File: src/rtl/systolic_tile_ctrl.sv
// ---------------------------------------------------------------------------
// systolic_tile_ctrl
//
// Sequencer for an N x N systolic array. After an accepted start it walks
// LOAD -> WAIT -> ROLL -> DRAIN -> IDLE. It produces:
//   - the SRAM input address index,
//   - the array shift/multiply enable,
//   - the ROLL/DRAIN cycle counter,
//   - the output diagonal index and the tile (data set) index,
//   - the write-out strobe.
// The number of tiles is configured at run time.
//
// Ports:
//   clk                clock, rising edge
//   srstn              synchronous reset, active-low
//   tpu_start          start request, sampled only in IDLE
//   cfg_tiles          tile count (1..2^TILE_W), latched on accepted start
//   stall              freezes all progress in ROLL/DRAIN
//   abort              synchronous abort back to IDLE (non-IDLE states only)
//   busy               registered, high in every state except IDLE
//   sram_write_enable  write-out strobe (combinational)
//   addr_serial_num    SRAM input address index (saturating)
//   alu_start          array shift/multiply enable (combinational)
//   cycle_num          ROLL/DRAIN cycle counter (saturating)
//   matrix_index       output diagonal index
//   data_set           current tile index
//   tpu_done           one-cycle completion pulse on the first IDLE cycle
//   cfg_err            one-cycle pulse after a start with an illegal cfg_tiles
// ---------------------------------------------------------------------------
module systolic_tile_ctrl #(
  parameter int ARRAY_SIZE      = 8,
  parameter int PIPELINE_MARGIN = 8,
  parameter int TILE_W          = 2,
  parameter int ADDR_W          = 7,
  parameter int CYC_W           = 9,
  parameter int MIDX_W          = 6
) (
  input  logic              clk,
  input  logic              srstn,
  input  logic              tpu_start,
  input  logic [TILE_W:0]   cfg_tiles,
  input  logic              stall,
  input  logic              abort,
  output logic              busy,
  output logic              sram_write_enable,
  output logic [ADDR_W-1:0] addr_serial_num,
  output logic              alu_start,
  output logic [CYC_W-1:0]  cycle_num,
  output logic [MIDX_W-1:0] matrix_index,
  output logic [TILE_W-1:0] data_set,
  output logic              tpu_done,
  output logic              cfg_err
);

  localparam logic [2:0] S_IDLE  = 3'd0;
  localparam logic [2:0] S_LOAD  = 3'd1;
  localparam logic [2:0] S_WAIT  = 3'd2;
  localparam logic [2:0] S_ROLL  = 3'd3;
  localparam logic [2:0] S_DRAIN = 3'd4;

  localparam logic [CYC_W-1:0]  FIRST_OUT = CYC_W'(ARRAY_SIZE + 1);
  localparam logic [MIDX_W-1:0] LAST_MIDX = MIDX_W'(2 * ARRAY_SIZE - 1);

  // Drain counter is sized for the margin; with a zero margin DRAIN is never
  // entered and the counter is a single idle bit.
  localparam int DRN_W = (PIPELINE_MARGIN > 1) ? $clog2(PIPELINE_MARGIN) : 1;
  localparam logic [DRN_W-1:0] DRN_LAST =
    DRN_W'((PIPELINE_MARGIN > 0) ? PIPELINE_MARGIN - 1 : 0);

  logic [2:0]        state_q, state_d;
  logic              busy_q;
  logic [ADDR_W-1:0] addr_q, addr_d;
  logic [CYC_W-1:0]  cyc_q, cyc_d;
  logic [MIDX_W-1:0] midx_q, midx_d;
  logic [TILE_W-1:0] ds_q, ds_d;
  logic [TILE_W:0]   tiles_q, tiles_d;
  logic [DRN_W-1:0]  drn_q, drn_d;
  logic              done_q, done_d;
  logic              err_q, err_d;
  logic              alu_c, we_c;

  logic              tiles_legal;
  logic              last_tile;
  logic [ADDR_W-1:0] addr_inc;
  logic [CYC_W-1:0]  cyc_inc;

  // Legal range is 1..2^TILE_W: non-zero, and if the top bit is set the
  // lower bits must all be zero (exactly 2^TILE_W).
  assign tiles_legal = (cfg_tiles != '0) &&
                       (!cfg_tiles[TILE_W] || (cfg_tiles[TILE_W-1:0] == '0));
  assign last_tile   = ({1'b0, ds_q} == (tiles_q - 1'b1));
  assign addr_inc    = (addr_q == '1) ? addr_q : addr_q + 1'b1;
  assign cyc_inc     = (cyc_q == '1) ? cyc_q : cyc_q + 1'b1;

  always_comb begin
    state_d = state_q;
    addr_d  = addr_q;
    cyc_d   = cyc_q;
    midx_d  = midx_q;
    ds_d    = ds_q;
    tiles_d = tiles_q;
    drn_d   = drn_q;
    done_d  = 1'b0;
    err_d   = 1'b0;
    alu_c   = 1'b0;
    we_c    = 1'b0;

    case (state_q)
      S_IDLE: begin
        if (tpu_start) begin
          if (tiles_legal) begin
            // Counters are cleared here so a job after a normal completion
            // starts from the same point as one after reset.
            state_d = S_LOAD;
            tiles_d = cfg_tiles;
            addr_d  = '0;
            cyc_d   = '0;
            midx_d  = '0;
            ds_d    = '0;
            drn_d   = '0;
          end else begin
            err_d = 1'b1;
          end
        end
      end

      S_LOAD: begin
        state_d = S_WAIT;
        addr_d  = ADDR_W'(1);
      end

      S_WAIT: begin
        state_d = S_ROLL;
        addr_d  = ADDR_W'(2);
      end

      S_ROLL: begin
        if (!stall) begin
          alu_c  = 1'b1;
          cyc_d  = cyc_inc;
          addr_d = addr_inc;
          if (cyc_q >= FIRST_OUT) begin
            we_c = 1'b1;
            if (midx_q == LAST_MIDX) begin
              midx_d = '0;
              ds_d   = ds_q + 1'b1;
              if (last_tile) begin
                ds_d = '0;
                if (PIPELINE_MARGIN == 0) begin
                  state_d = S_IDLE;
                  done_d  = 1'b1;
                end else begin
                  state_d = S_DRAIN;
                end
              end
            end else begin
              midx_d = midx_q + 1'b1;
            end
          end
        end
      end

      S_DRAIN: begin
        if (!stall) begin
          alu_c  = 1'b1;
          cyc_d  = cyc_inc;
          addr_d = addr_inc;
          if (drn_q == DRN_LAST) begin
            state_d = S_IDLE;
            done_d  = 1'b1;
            drn_d   = '0;
          end else begin
            drn_d = drn_q + 1'b1;
          end
        end
      end

      default: state_d = S_IDLE;
    endcase

    // Abort overrides stall and completion; the address is left where it was.
    if (abort && (state_q != S_IDLE)) begin
      state_d = S_IDLE;
      addr_d  = addr_q;
      cyc_d   = '0;
      midx_d  = '0;
      ds_d    = '0;
      drn_d   = '0;
      done_d  = 1'b0;
      alu_c   = 1'b0;
      we_c    = 1'b0;
    end
  end

  always_ff @(posedge clk) begin
    if (!srstn) begin
      state_q <= S_IDLE;
      busy_q  <= 1'b0;
      addr_q  <= '0;
      cyc_q   <= '0;
      midx_q  <= '0;
      ds_q    <= '0;
      tiles_q <= '0;
      drn_q   <= '0;
      done_q  <= 1'b0;
      err_q   <= 1'b0;
    end else begin
      state_q <= state_d;
      busy_q  <= (state_d != S_IDLE);
      addr_q  <= addr_d;
      cyc_q   <= cyc_d;
      midx_q  <= midx_d;
      ds_q    <= ds_d;
      tiles_q <= tiles_d;
      drn_q   <= drn_d;
      done_q  <= done_d;
      err_q   <= err_d;
    end
  end

  assign busy              = busy_q;
  assign sram_write_enable = we_c;
  assign alu_start         = alu_c;
  assign addr_serial_num   = addr_q;
  assign cycle_num         = cyc_q;
  assign matrix_index      = midx_q;
  assign data_set          = ds_q;
  assign tpu_done          = done_q;
  assign cfg_err           = err_q;

endmodule

File: config.mk
export PLATFORM = sky130hd
export DESIGN_NAME = systolic_tile_ctrl
export DESIGN_NICKNAME = d
export VERILOG_FILES = /design/src/rtl/systolic_tile_ctrl.sv
export SDC_FILE = /design/constraint.sdc
export NUM_CORES = 1
export LEC_CHECK = 0
export CAP_MARGIN = 20
export CORE_UTILIZATION = 30
export CTS_BUF_LIST = sky130_fd_sc_hd__clkbuf_4
export CTS_CLUSTER_SIZE = 40
export DETAILED_ROUTE_END_ITERATION = 10
export PLACE_DENSITY = 0.6
export SLEW_MARGIN = 20
export SYNTH_ARGS = -nofsm -noshare
export SYNTH_HDL_FRONTEND = slang
export SYNTH_SLANG_ARGS = --single-unit
File: constraint.sdc
create_clock -name clk -period 2.9 [get_ports clk]
set_clock_uncertainty 0.1 [all_clocks]
set_input_delay 0.58 -clock clk [delete_from_list [all_inputs] [get_ports clk]]
set_output_delay 0.58 -clock clk [all_outputs]
set_load 0.02 [all_outputs]
==> results of run 1 <==
power breakdown:
group / switching, W / leakage [nW] / internal (W)
clock: 0.000176 / 0.0456 / 0.000190
sequential: 0.0000101 / 0.292 / 0.000507
combinational: 0.000103 / 0.601 / 0.0000774
critical path: stages:
cell and delay, ns:
clkdlybuf4s50_1 0.43, nand4bb_1 0.21, a31o_2 0.23, nor2_1 0.08, clkdlybuf4s50_1 0.60
layout by cell type (no fill, tap or decap), types with 3 or more instances in the layout:
cell type | netlist | routed
nor2b_1 | 3 | 3
clkdlybuf4s50_1 | 0 | 35
a31oi_1 | 5 | 5
o211ai_1 | 4 | 4
dfxtp_1 | 36 | 35
inv_1 | 6 | 6
xor2_1 | 8 | 8
and3_1 | 6 | 6
buf_4 | 0 | 17
a311oi_1 | 5 | 5
nand3_1 | 10 | 10
nand2_1 | 20 | 20
a21o_1 | 3 | 3
nor2_1 | 24 | 24
nor3_1 | 7 | 7
ha_1 | 8 | 8
o21ai_0 | 9 | 9
a21oi_1 | 21 | 21
xnor2_1 | 5 | 5
clkbuf_4 | 0 | 6
a31o_2 | 4 | 4
logic make-up after synthesis:
logic type / after synthesis
and+or+nand+nor: 88
AOI/OAI and AO/OA: 67
DFF: 36
buffers and inverters: 16
xor gates and xnor gates: 13
adders and majority gates: 8
muxes: 1
stage by stage:
stage	instance area [sq um]	total power (W)	instances	utilization, %
final	2580	0.00106	358	40.9
after detailed placement	2490	0.000709	350	39.5
after global placement	2490	0.000709	350	39.5
after floorplan	1950	0.000639	229	-
after CTS	2580	0.00108	358	40.9
after global routing	2580	0.00113	358	40.9
Yosys cell counts, types with 5 or more instances:
master,count
a21oi_1,21
a311oi_1,5
a31oi_1,5
and3_1,6
dfxtp_1,36
ha_1,8
inv_1,6
nand2_1,20
nand3_1,10
nor2_1,24
nor3_1,7
o21ai_0,9
xnor2_1,5
xor2_1,8
layout make-up:
cell class	count	area share (%)
sequential	36	27.9
timing repair buffer	53	19.0
inverter	7	1.02
multi-input combinational	177	45.2
clock buffer	6	1.74
tap	77	3.73
clock inverter	2	1.36
state kept, by name, indices dropped and copies added (netlist names):
signal and count:
cfg_err 1, tiles_q 3, state_q 3, drn_q 3, addr_serial_num 7, cycle_num 9, data_set 2, matrix_index 6
busy 1, tpu_done 1
routing by layer:
metal  GRT usage (%)  vias up  part of all wire [%]
li1                -      944                     -
met1            21.4      839                    51
met2            23.0       38                    42
met3            3.52        5                   5.8
met5               0        -                     0
met4            4.14        0                   1.3
how the worst max path moves through the flow:
stage / startpoint / to / cells after the start
after detailed placement: stall / sram_write_enable / 5
after global placement: stall / sram_write_enable / 5
after global routing: stall / sram_write_enable / 5
after floorplan: tpu_start / matrix_index[5] / 7
final: stall / sram_write_enable / 5
after CTS: state_q[0] / alu_start / 4
repair_timing:
| action | in CTS | in global routing |
|---|---|---|
| endpoints found under the setup margin | 1 | 2 |
| hold buffers | 0 | 0 |
| cloned | 0 | 0 |
| gates resized for setup | 1 | 2 |
| hold endpoints to repair | 0 | 0 |
==> results.yml, run 1 <==
setup_path:
  r2r_start: "cycle_num[3]"
  r2r_end: "cycle_num[1]"
  crit_required_ns: 2.22
  critPathLaunchType: "input pin"
  r2r_cells: 8
  arrival_ns: 2.14
  cp_max_fo: 2
  worstSetupEndpointType: "output pin"
  criticalPathCategory: "in2out"
  reg2reg_slack_ns: 0.64
global_routing:
  grt_use_total_pct: 15.2
  grt_max_degree: 13
  grt_pass1_wl_um: 7800
  antenna_found_initial: 0
  first_global_vias: 1636
  grt_remaining_overflow: 0
clock_tree:
  cts_buffers: 5
  tritoncts: "yes"
  clockRootBuffer: "clkbuf_4"
  cts.reportedPaths.clkPinSlew_ns: 0.11
  clockBufferDepth: 2
  insertion_delay_ns: 0.35
  cts.sink_count: 36
  cts_max_level: 2
  post_cts_buffers: 0
yosys:
  synth_top_family_by_area: "compound AO/OA/AOI/OAI gates"
  yosysWarnings: 0
  yosys.area_share.xor_xnor_pct: 5.83
  synth-edff-count: 0
  synthAdderAreaFrac_pct: 5.12
  syn_nets: 245
  yosys.area_share.simple_pct: 23.4
  syn_avg_cell_area_sq_um: 8.53
  synth.mux.area_fraction_pct: 0.512
  synthesis.area_sq_mm: 0.00195
  synth_area_leaders: "dfxtp_1 37%, a21oi_1 5.4%, ha_1 5.1%"
  ys_seq_area_share_pct: 36.9
  synth.largest_area_cell: "dfxtp_1"
  yosys_register_bits: 36
  synth.distinct_cells: 51
  synthArstFlopShare_pct: 0
  ys.flop_type: "dfxtp_1"
  synth_compound_area_share_pct: 24.6
  syn_inst: 229
  yosys.area.top_type_share_pct: 36.9
pwr:
  irDropWorstVdd_mv: 0.163
  power.density_mw_per_mm2: 412
  power_leakage_nw: 0.939
sta:
  rsz0062_at_grt: "no"
  timing.hold.ws_ns: 0.374
  fin_crit_sh_pct: 97.1
  fin_ws_ns: 0.0848
  hold_viol: 0
  drv_slew: 0
  fin_crit_ns: 2.82
  timing.slew.headroom_pct: 68.3
  worst_pin_slew_ns: 0.471
  setup_viol: 0
  setup-tns-final_ns: 0
  fmax_ghz: 0.355
routing:
  firstDrtPassIters: 4
  vias_per_cell: 5.10
  drt-initial-drc-count: 77
  final_antenna_net_count: 0
  drt_wl_total_um: 4770
  wl_per_cell_um: 13.3
  num_vias: 1826
  drc: 0
placement:
  hpwl_um: 3570
  post-place-ws_ns: 0.102
  gp_congestion: 0.843
  io_buffers: 36
hold_path:
  holdPathStages: 2
  min_to: "tiles_q[1]"
  hold_class: "reg2reg"
  worst_hold_startpoint: "tiles_q[1]"
floorplan:
  start_util_pct: 30.9
  fp.dieW_um: 82.7
  fp.dieArea_sq_mm: 0.00684
  die_h_um: 82.7
  core_area_sq_mm: 0.00631
  row_count: 29
  pin_count: 37
final_layout:
  n_antenna_cell: 0
  fill_cells: 680
  multiInputGateArea_sq_mm: 0.00117
  syn_to_final_growth_pct: 32.3
  seq_area_sq_um: 722
  nets: 296
  drive_above_1_share_pct: 14.6
flow_run:
  max-cap-violations: 0
run_status:
  status: "completed"
No activity file was read; power rests on OpenSTA's default activity.
==> inputs of run 2 (changes only) <==
--- a/config.mk
+++ b/config.mk
@@ -8,6 +8,7 @@
 export CAP_MARGIN = 20
 export CORE_UTILIZATION = 30
 export CTS_BUF_LIST = sky130_fd_sc_hd__clkbuf_4
+export CTS_CLUSTER_DIAMETER = 50
 export CTS_CLUSTER_SIZE = 40
 export DETAILED_ROUTE_END_ITERATION = 10
 export PLACE_DENSITY = 0.6
==> results of run 2 <==
Final layout, timing and power as in run 1 (identical DEF).
==> inputs of run 3 (changes only) <==
--- a/config.mk
+++ b/config.mk
@@ -11,6 +11,7 @@
 export CTS_CLUSTER_DIAMETER = 50
 export CTS_CLUSTER_SIZE = 40
 export DETAILED_ROUTE_END_ITERATION = 10
+export HOLD_SLACK_MARGIN = 0.03
 export PLACE_DENSITY = 0.6
 export SLEW_MARGIN = 20
 export SYNTH_ARGS = -nofsm -noshare
==> results of run 3 <==
Final layout, timing and power as in run 1 (identical DEF).
